`src/rtl/des_frame_loader.sv`:
```
// Byte-to-block front end for the triple-DES core: assembles a header, optional keys and one
// 64-bit data block from received bytes, then hands them to the core with a one-cycle ready.
module des_frame_loader #(
  parameter int unsigned TIMEOUT_CYCLES = 255
) (
  input  logic        clk,
  input  logic        n_rst,
  input  logic [7:0]  rx_data,
  input  logic        rx_valid,
  input  logic        frame_start,
  input  logic        next,
  output logic [63:0] key1,
  output logic [63:0] key2,
  output logic [63:0] block_out,
  output logic        ed_sel,
  output logic        ready,
  output logic        busy,
  output logic        overflow,
  output logic        frame_error
);

  localparam int unsigned TW = (TIMEOUT_CYCLES < 2) ? 1 : $clog2(TIMEOUT_CYCLES + 1);

  typedef enum logic [2:0] {
    StIdle,
    StKey1,
    StKey2,
    StData,
    StIssue,
    StWaitDone
  } state_e;

  state_e        state_q, state_d;
  logic [2:0]    cnt_q, cnt_d;
  logic          hdr_ed_q, hdr_ed_d;
  logic          hdr_lk_q, hdr_lk_d;
  logic [63:0]   k1_stg_q, k1_stg_d;
  logic [63:0]   k2_stg_q, k2_stg_d;
  logic [63:0]   dat_stg_q, dat_stg_d;
  logic [63:0]   key1_q, key1_d;
  logic [63:0]   key2_q, key2_d;
  logic [63:0]   block_q, block_d;
  logic          ed_sel_q, ed_sel_d;
  logic          ready_q, ready_d;
  logic          busy_q, busy_d;
  logic          ovf_q, ovf_d;
  logic          ferr_q, ferr_d;
  logic [TW-1:0] tmo_q, tmo_d;

  always_comb begin
    state_d   = state_q;
    cnt_d     = cnt_q;
    hdr_ed_d  = hdr_ed_q;
    hdr_lk_d  = hdr_lk_q;
    k1_stg_d  = k1_stg_q;
    k2_stg_d  = k2_stg_q;
    dat_stg_d = dat_stg_q;
    key1_d    = key1_q;
    key2_d    = key2_q;
    block_d   = block_q;
    ed_sel_d  = ed_sel_q;
    ready_d   = 1'b0;
    ferr_d    = 1'b0;
    ovf_d     = ovf_q;
    tmo_d     = tmo_q;
    busy_d    = (state_q == StIssue) || (state_q == StWaitDone);

    unique case (state_q)
      StIdle, StKey1, StKey2, StData: begin
        // frame_start restarts framing; a byte in the same cycle becomes the new header
        if (frame_start || (state_q == StIdle)) begin
          if (frame_start && (state_q != StIdle)) ferr_d = 1'b1;
          cnt_d   = 3'd0;
          state_d = StIdle;
          if (rx_valid) begin
            hdr_ed_d = rx_data[0];
            hdr_lk_d = rx_data[1];
            ovf_d    = 1'b0;
            state_d  = rx_data[1] ? StKey1 : StData;
          end
        end else if (rx_valid) begin
          if (state_q == StKey1) k1_stg_d = {k1_stg_q[55:0], rx_data};
          if (state_q == StKey2) k2_stg_d = {k2_stg_q[55:0], rx_data};
          if (state_q == StData) dat_stg_d = {dat_stg_q[55:0], rx_data};
          if (cnt_q == 3'd7) begin
            cnt_d = 3'd0;
            if (state_q == StKey1)      state_d = StKey2;
            else if (state_q == StKey2) state_d = StData;
            else                        state_d = StIssue;
          end else begin
            cnt_d = cnt_q + 3'd1;
          end
        end
      end
      StIssue: begin
        ready_d = 1'b1;
        if (hdr_lk_q) begin
          key1_d = k1_stg_q;
          key2_d = k2_stg_q;
        end
        block_d  = dat_stg_q;
        ed_sel_d = hdr_ed_q;
        tmo_d    = '0;
        state_d  = StWaitDone;
        if (rx_valid) ovf_d = 1'b1;
      end
      StWaitDone: begin
        if (rx_valid) ovf_d = 1'b1;
        if (next) begin
          state_d = StIdle;
        end else if (TIMEOUT_CYCLES != 0) begin
          if (tmo_q == TW'(TIMEOUT_CYCLES - 1)) begin
            ferr_d  = 1'b1;
            state_d = StIdle;
          end else begin
            tmo_d = tmo_q + 1'b1;
          end
        end
      end
      default: state_d = StIdle;
    endcase
  end

  always_ff @(posedge clk) begin
    if (!n_rst) begin
      state_q   <= StIdle;
      cnt_q     <= '0;
      hdr_ed_q  <= 1'b0;
      hdr_lk_q  <= 1'b0;
      k1_stg_q  <= '0;
      k2_stg_q  <= '0;
      dat_stg_q <= '0;
      key1_q    <= '0;
      key2_q    <= '0;
      block_q   <= '0;
      ed_sel_q  <= 1'b0;
      ready_q   <= 1'b0;
      busy_q    <= 1'b0;
      ovf_q     <= 1'b0;
      ferr_q    <= 1'b0;
      tmo_q     <= '0;
    end else begin
      state_q   <= state_d;
      cnt_q     <= cnt_d;
      hdr_ed_q  <= hdr_ed_d;
      hdr_lk_q  <= hdr_lk_d;
      k1_stg_q  <= k1_stg_d;
      k2_stg_q  <= k2_stg_d;
      dat_stg_q <= dat_stg_d;
      key1_q    <= key1_d;
      key2_q    <= key2_d;
      block_q   <= block_d;
      ed_sel_q  <= ed_sel_d;
      ready_q   <= ready_d;
      busy_q    <= busy_d;
      ovf_q     <= ovf_d;
      ferr_q    <= ferr_d;
      tmo_q     <= tmo_d;
    end
  end

  assign key1        = key1_q;
  assign key2        = key2_q;
  assign block_out   = block_q;
  assign ed_sel      = ed_sel_q;
  assign ready       = ready_q;
  assign busy        = busy_q;
  assign overflow    = ovf_q;
  assign frame_error = ferr_q;

endmodule

```
`config.mk`:
```
export PLATFORM = sky130hd
export DESIGN_NAME = des_frame_loader
export DESIGN_NICKNAME = d
export VERILOG_FILES = /design/src/rtl/des_frame_loader.sv
export SDC_FILE = /design/constraint.sdc
export NUM_CORES = 1
export LEC_CHECK = 0
export ABC_AREA = 1
export CAP_MARGIN = 20
export CORE_ASPECT_RATIO = 0.8
export CORE_MARGIN = 3
export CORE_UTILIZATION = 58
export DETAILED_ROUTE_END_ITERATION = 10
export GPL_TIMING_DRIVEN = 0
export PLACE_DENSITY = 0.9
export SLEW_MARGIN = 10
export SYNTH_ARGS = -nofsm -noshare
export SYNTH_HDL_FRONTEND = slang
export SYNTH_SLANG_ARGS = --single-unit
```
`constraint.sdc`:
```
create_clock -name clk -period 3.64 [get_ports clk]
set_input_delay 0.546 -clock clk [delete_from_list [all_inputs] [get_ports clk]]
set_output_delay 0.546 -clock clk [all_outputs]
set_load 0.02 [all_outputs]
```
After elaboration in Yosys (flattened, before gate mapping)

Index checks and enable logic that the tools add are counted.

Register bits: 405
Input port bits: 13
Output and inout port bits: 197
Word-level logic and storage cells: 79

$add $sub $neg: 2
Equality and inequality tests: 15
Muxes and demuxes: 26
Bitwise gates (word level): 1
Reductions and logical operators: 19

Operator list:

| operator            | count |
|---|---|
| $mux 3              | 10 |
| $mux 8              | 2 |
| $pmux 8 s2          | 1 |
| $reduce_and 4->1    | 4 |
| $eq 3x3->1 const B  | 3 |
| $pmux 3 s3          | 1 |
| $reduce_and 3->1    | 3 |
| $add 8x1->8 const B | 1 |
| $eq 8x8->1 const B  | 1 |
| $mux 1              | 8 |
| $ne 2x2->1 const B  | 4 |
| $eq 3x2->1 const B  | 2 |
| $ne 3x3->1 const B  | 2 |
| $reduce_bool 2->1   | 3 |
| $mux 2              | 2 |
| $pmux 1 s2          | 2 |
| $reduce_and 2->1    | 2 |
| $reduce_or 4->1     | 1 |
| $add 3x1->3 const B | 1 |
| $eq 3x1->1 const B  | 1 |
| $logic_not 3->1     | 1 |
| $ne 3x2->1 const B  | 1 |
| $reduce_bool 3->1   | 1 |
| $logic_or 1x1->1    | 2 |
| 4 further kinds     | 4 |

Logic depth before layout (Yosys ltp)

Depth after elaboration: 7
Depth in mapped cells: 11
Gate-level depth less buffers: 11

Worst setup path after synthesis

OpenSTA, ideal clock, no wires.

Path type: input-to-reg
Start: input port frame_start
End: register k1_stg_q[53]
Library setup time: 0.116 ns
Data arrival time: 1.449 ns
Required time: 3.524 ns
Setup slack: 2.075 ns
Cell stages on the path: 8
Path buffers: 2
Cell sequence: inv_1 -> nand2_4 -> nor2_4 -> nand2_2 -> buf_6 -> clkbuf_2 -> o21ai_0 -> nor2_1

Longest elaborated chain between the ends: 3

RTL lines:

| what                       | RTL line | source |
|---|---|---|
| start, declared            | 10       | `input logic frame_start,` |
| $logic_or 1x1->1           | 71       | `if (frame_start \|\| (state_q == StIdle)) begin` |
| $not 1->1 (no line)        | n/a      |  |
| $reduce_and 4->1 (no line) | n/a      |  |
| end signal, assigned       | 147      | `k1_stg_q <= k1_stg_d;` |
| end, declared              | 37       | `logic [63:0] k1_stg_q, k1_stg_d;` |

No other way between the ends.
A chain may end at the register's enable or synchronous reset.

Final worst setup path

Start: register ed_sel_q, in the netlist ed_sel
End: output port ed_sel

RTL lines:

| what                   | RTL line | source |
|---|---|---|
| start, declared        | 43       | `logic ed_sel_q, ed_sel_d;` |
| start signal, assigned | 153      | `ed_sel_q <= ed_sel_d;` |
| end, declared          | 15       | `output logic ed_sel,` |

No word-level cell between the ends.

==> results.md <==
- Max-capacitance violation count: 0
- Diode count: 0
- Most common cell after layout, fill and taps aside: nand2_1
- Initial DRC Count: 1522
- YS warnings: 0
- Final setup violation count: 0
- Via density: 5.72
- Layout Nets: 2130
- Antenna-violating nets left: 0
- Clock power share: 45.4%
- Crit-path cells: clkdlybuf4s50_1
- VDD IR max: 412 uV
- Mean Syn Cell Area: 7.86 um2
- Initial antenna violation count: 0
- Largest net degree at the start of global routing: 17
- Detailed Route WL: 41000 um
- I/O pin count: 210
- Worst EP required: 3.09 ns
- Post-synth EDFFs: 0
- Crit path max-delay cell type: clkdlybuf4s50_1
- CTS Buf Count: 38
- Die Wd: 184 um
- Wire per inst: 16.7 um
- Vias: 14100
- Post-DP HPWL: 28600 um
- Sw Ratio: 23.5%
- Hold slack: 0.448 ns
- Fill cells: 1761
- Die Height: 148 um
- #FFs+latches synth: 405
- Final Wtd Congestion: 0.938
- CP max FO: 2
- I/O Buffers: 209
- Least-Margin Pin Slew: 0.898 ns
- Worst setup path class: flop to primary output
- Overflow after GRT: 0
- Core area: 24600 um2
- Layout cell share with drive strength beyond 1: 7.38%
- Critical Path AT: 1.56 ns
- Post-synthesis instance area: 14700 um2
- Vias in the first global route: 13100
- Psw: 2.19 mW
- Setup total negative slack: 0 ns
- Sequential share of the synthesized area: 55.3%
- Ys flop type: dfxtp_1
- Cells after Synth: 1864
- Post-CTS Hold Buffers: 0
- Slew HR: 40.1%
- Power per cell area: 506 nW/um2
- CP bufs+invs: 1
- Global Route Usage Sum: 29.2%
- Fin. max-slew vios: 0
- Post-CTS Setup Bufs: 0
- Remaining DRCs: 0
- Yosys cell types: 26
- First-pass GRT wire length: 65600 um
- Clk buf depth: 3
- Max incr delay on CP: 0.69 ns
- Pre-antenna DRT Iters: 6
- Post-cts resize count: 0
- CP endpoint kind: primary output
- Mapped Nets: 1881
- CTS clock-pin slew for the worst setup and hold paths: 0.06 ns
- CTS root buffer: clkbuf_16
- Worst skew pair latency: 0.53 ns
- CP top delay family: buffers and inverters
- Syn-to-layout area delta: 26.2%
- F_max: 0.475 GHz
- TritonCTS clock tree: built
- Sequential Power Share: 48.4%
- Die area: 27200 um2
- Level count of the clock H-tree: 2
- Non-filler instance count after layout: 2460
- Initial core utilization: 59.6%
- Site row count: 51
- Unrepaired setup endpoints after global routing: no
- Min-Delay Path Class: flop to flop
- Leakage power: 6.62 nW
- Worst Skew: 0.0172 ns
- Commonest non-fill, non-tap cells in the layout: nand2_1, dfxtp_1, nand3_1
- Hold Vio Cnt, Final: 0
- Tmin final: 2.11 ns
- CP Launch Type: flop
- Async SR Flop Fraction: 0%
- Placed cells: 2391
- P_int: 7.16 mW
- # clock sinks: 405
- Run status: finished, final reports clean
- Gate power share: 6.3%
- Final Cycle Share: 57.9%
## flip-flops by register name, indices dropped and copies added (netlist names)
signal	flops
tmo_q	8
block_out	64
hdr_lk_q	1
key1	64
cnt_q	3
ready	1
key2	64
hdr_ed_q	1
ed_sel	1
overflow	1
dat_stg_q	64
state_q	3
k2_stg_q	64
busy	1
frame_error	1
k1_stg_q	64
## synthesized netlist by cell type, types with 2 or more instances
master	count	area share, %
clkbuf_1	70	1.8
clkbuf_2	3	0.10
nand4_1	3	0.13
o21ai_1	10	0.34
buf_6	2	0.15
inv_1	18	0.46
buf_1	4	0.10
nand3_1	340	12
o21ai_0	60	2.0
nand2_2	4	0.17
a21oi_1	270	9.2
inv_2	3	0.077
buf_4	8	0.41
nor3_1	3	0.10
dfxtp_1	405	55
nor2_1	153	3.9
nand2_1	429	11
buf_2	68	2.3
ha_1	4	0.34
## routing by layer
| metal | routed length [um] | track usage, % | up-vias |
|---|---|---|---|
| met4 | 1220 | 9.90 | 0 |
| met2 | 18700 | 46.8 | 656 |
| met1 | 17400 | 40.3 | 6584 |
| met5 | 0 | 0 | - |
| li1 | - | - | 6725 |
| met3 | 3620 | 5.11 | 99 |
## stage by stage
step                      setup WS (ns)  area, um2  power, mW  util, %
final                              1.53      18500       9.35     75.3
after global routing               1.49      18500       9.63     75.3
after CTS                          1.52      18500       9.36     75.3
after detailed placement           1.14      17100       5.18     69.8
after global placement             1.08      17100       5.16     69.8
after floorplan                    2.08      14700       5.01        -
## path summary, 6_finish.rpt
check,slack [ns],cells after the start,from,end
max,1.53,1,ed_sel,ed_sel
min reg2reg,0.45,2,dat_stg_q[59],block_out[59]
min,0.45,2,dat_stg_q[59],block_out[59]
max reg2reg,1.63,9,state_q[1],block_out[48]
## logic make-up (layout without fill, tap and decap cells)
logic type | count (synthesis) | count (layout) | share of synthesized area, %
XOR/XNOR | 1 | 1 | 0.0598
AND/OR/NAND/NOR | 935 | 935 | 27.1
AO/OA/AOI/OAI | 342 | 342 | 11.7
buffers and inverters | 177 | 455 | 5.45
flip-flops | 405 | 405 | 55.3
adder cells (fa/ha/maj) | 4 | 4 | 0.342
## cell type report
type | count | area, um2 | share of cell area (%)
Timing Repair Buffer | 209 | 2090 | 11.3
Sequential cell | 405 | 8110 | 43.8
Clock buffer | 47 | 1070 | 5.76
Clock inverter | 22 | 288 | 1.56
Inverter | 22 | 82.6 | 0.446
Tap cell | 318 | 398 | 2.15
Buffer | 155 | 716 | 3.87
Multi-Input combinational cell | 1282 | 5750 | 31.1
## power groups by stage
| stage | sequential (mW) | combinational (mW) | clock [mW] |
|---|---|---|---|
| 4_1_cts | 4.52 | 0.569 | 4.27 |
| 3_5_place_dp | 4.62 | 0.561 | 0 |
| 6_report | 4.52 | 0.585 | 4.24 |
| 2_1_floorplan | 4.61 | 0.404 | 0 |
| 3_3_place_gp | 4.62 | 0.540 | 0 |
| 5_1_grt | 4.53 | 0.643 | 4.46 |
No activity file was read; power rests on OpenSTA's default activity.
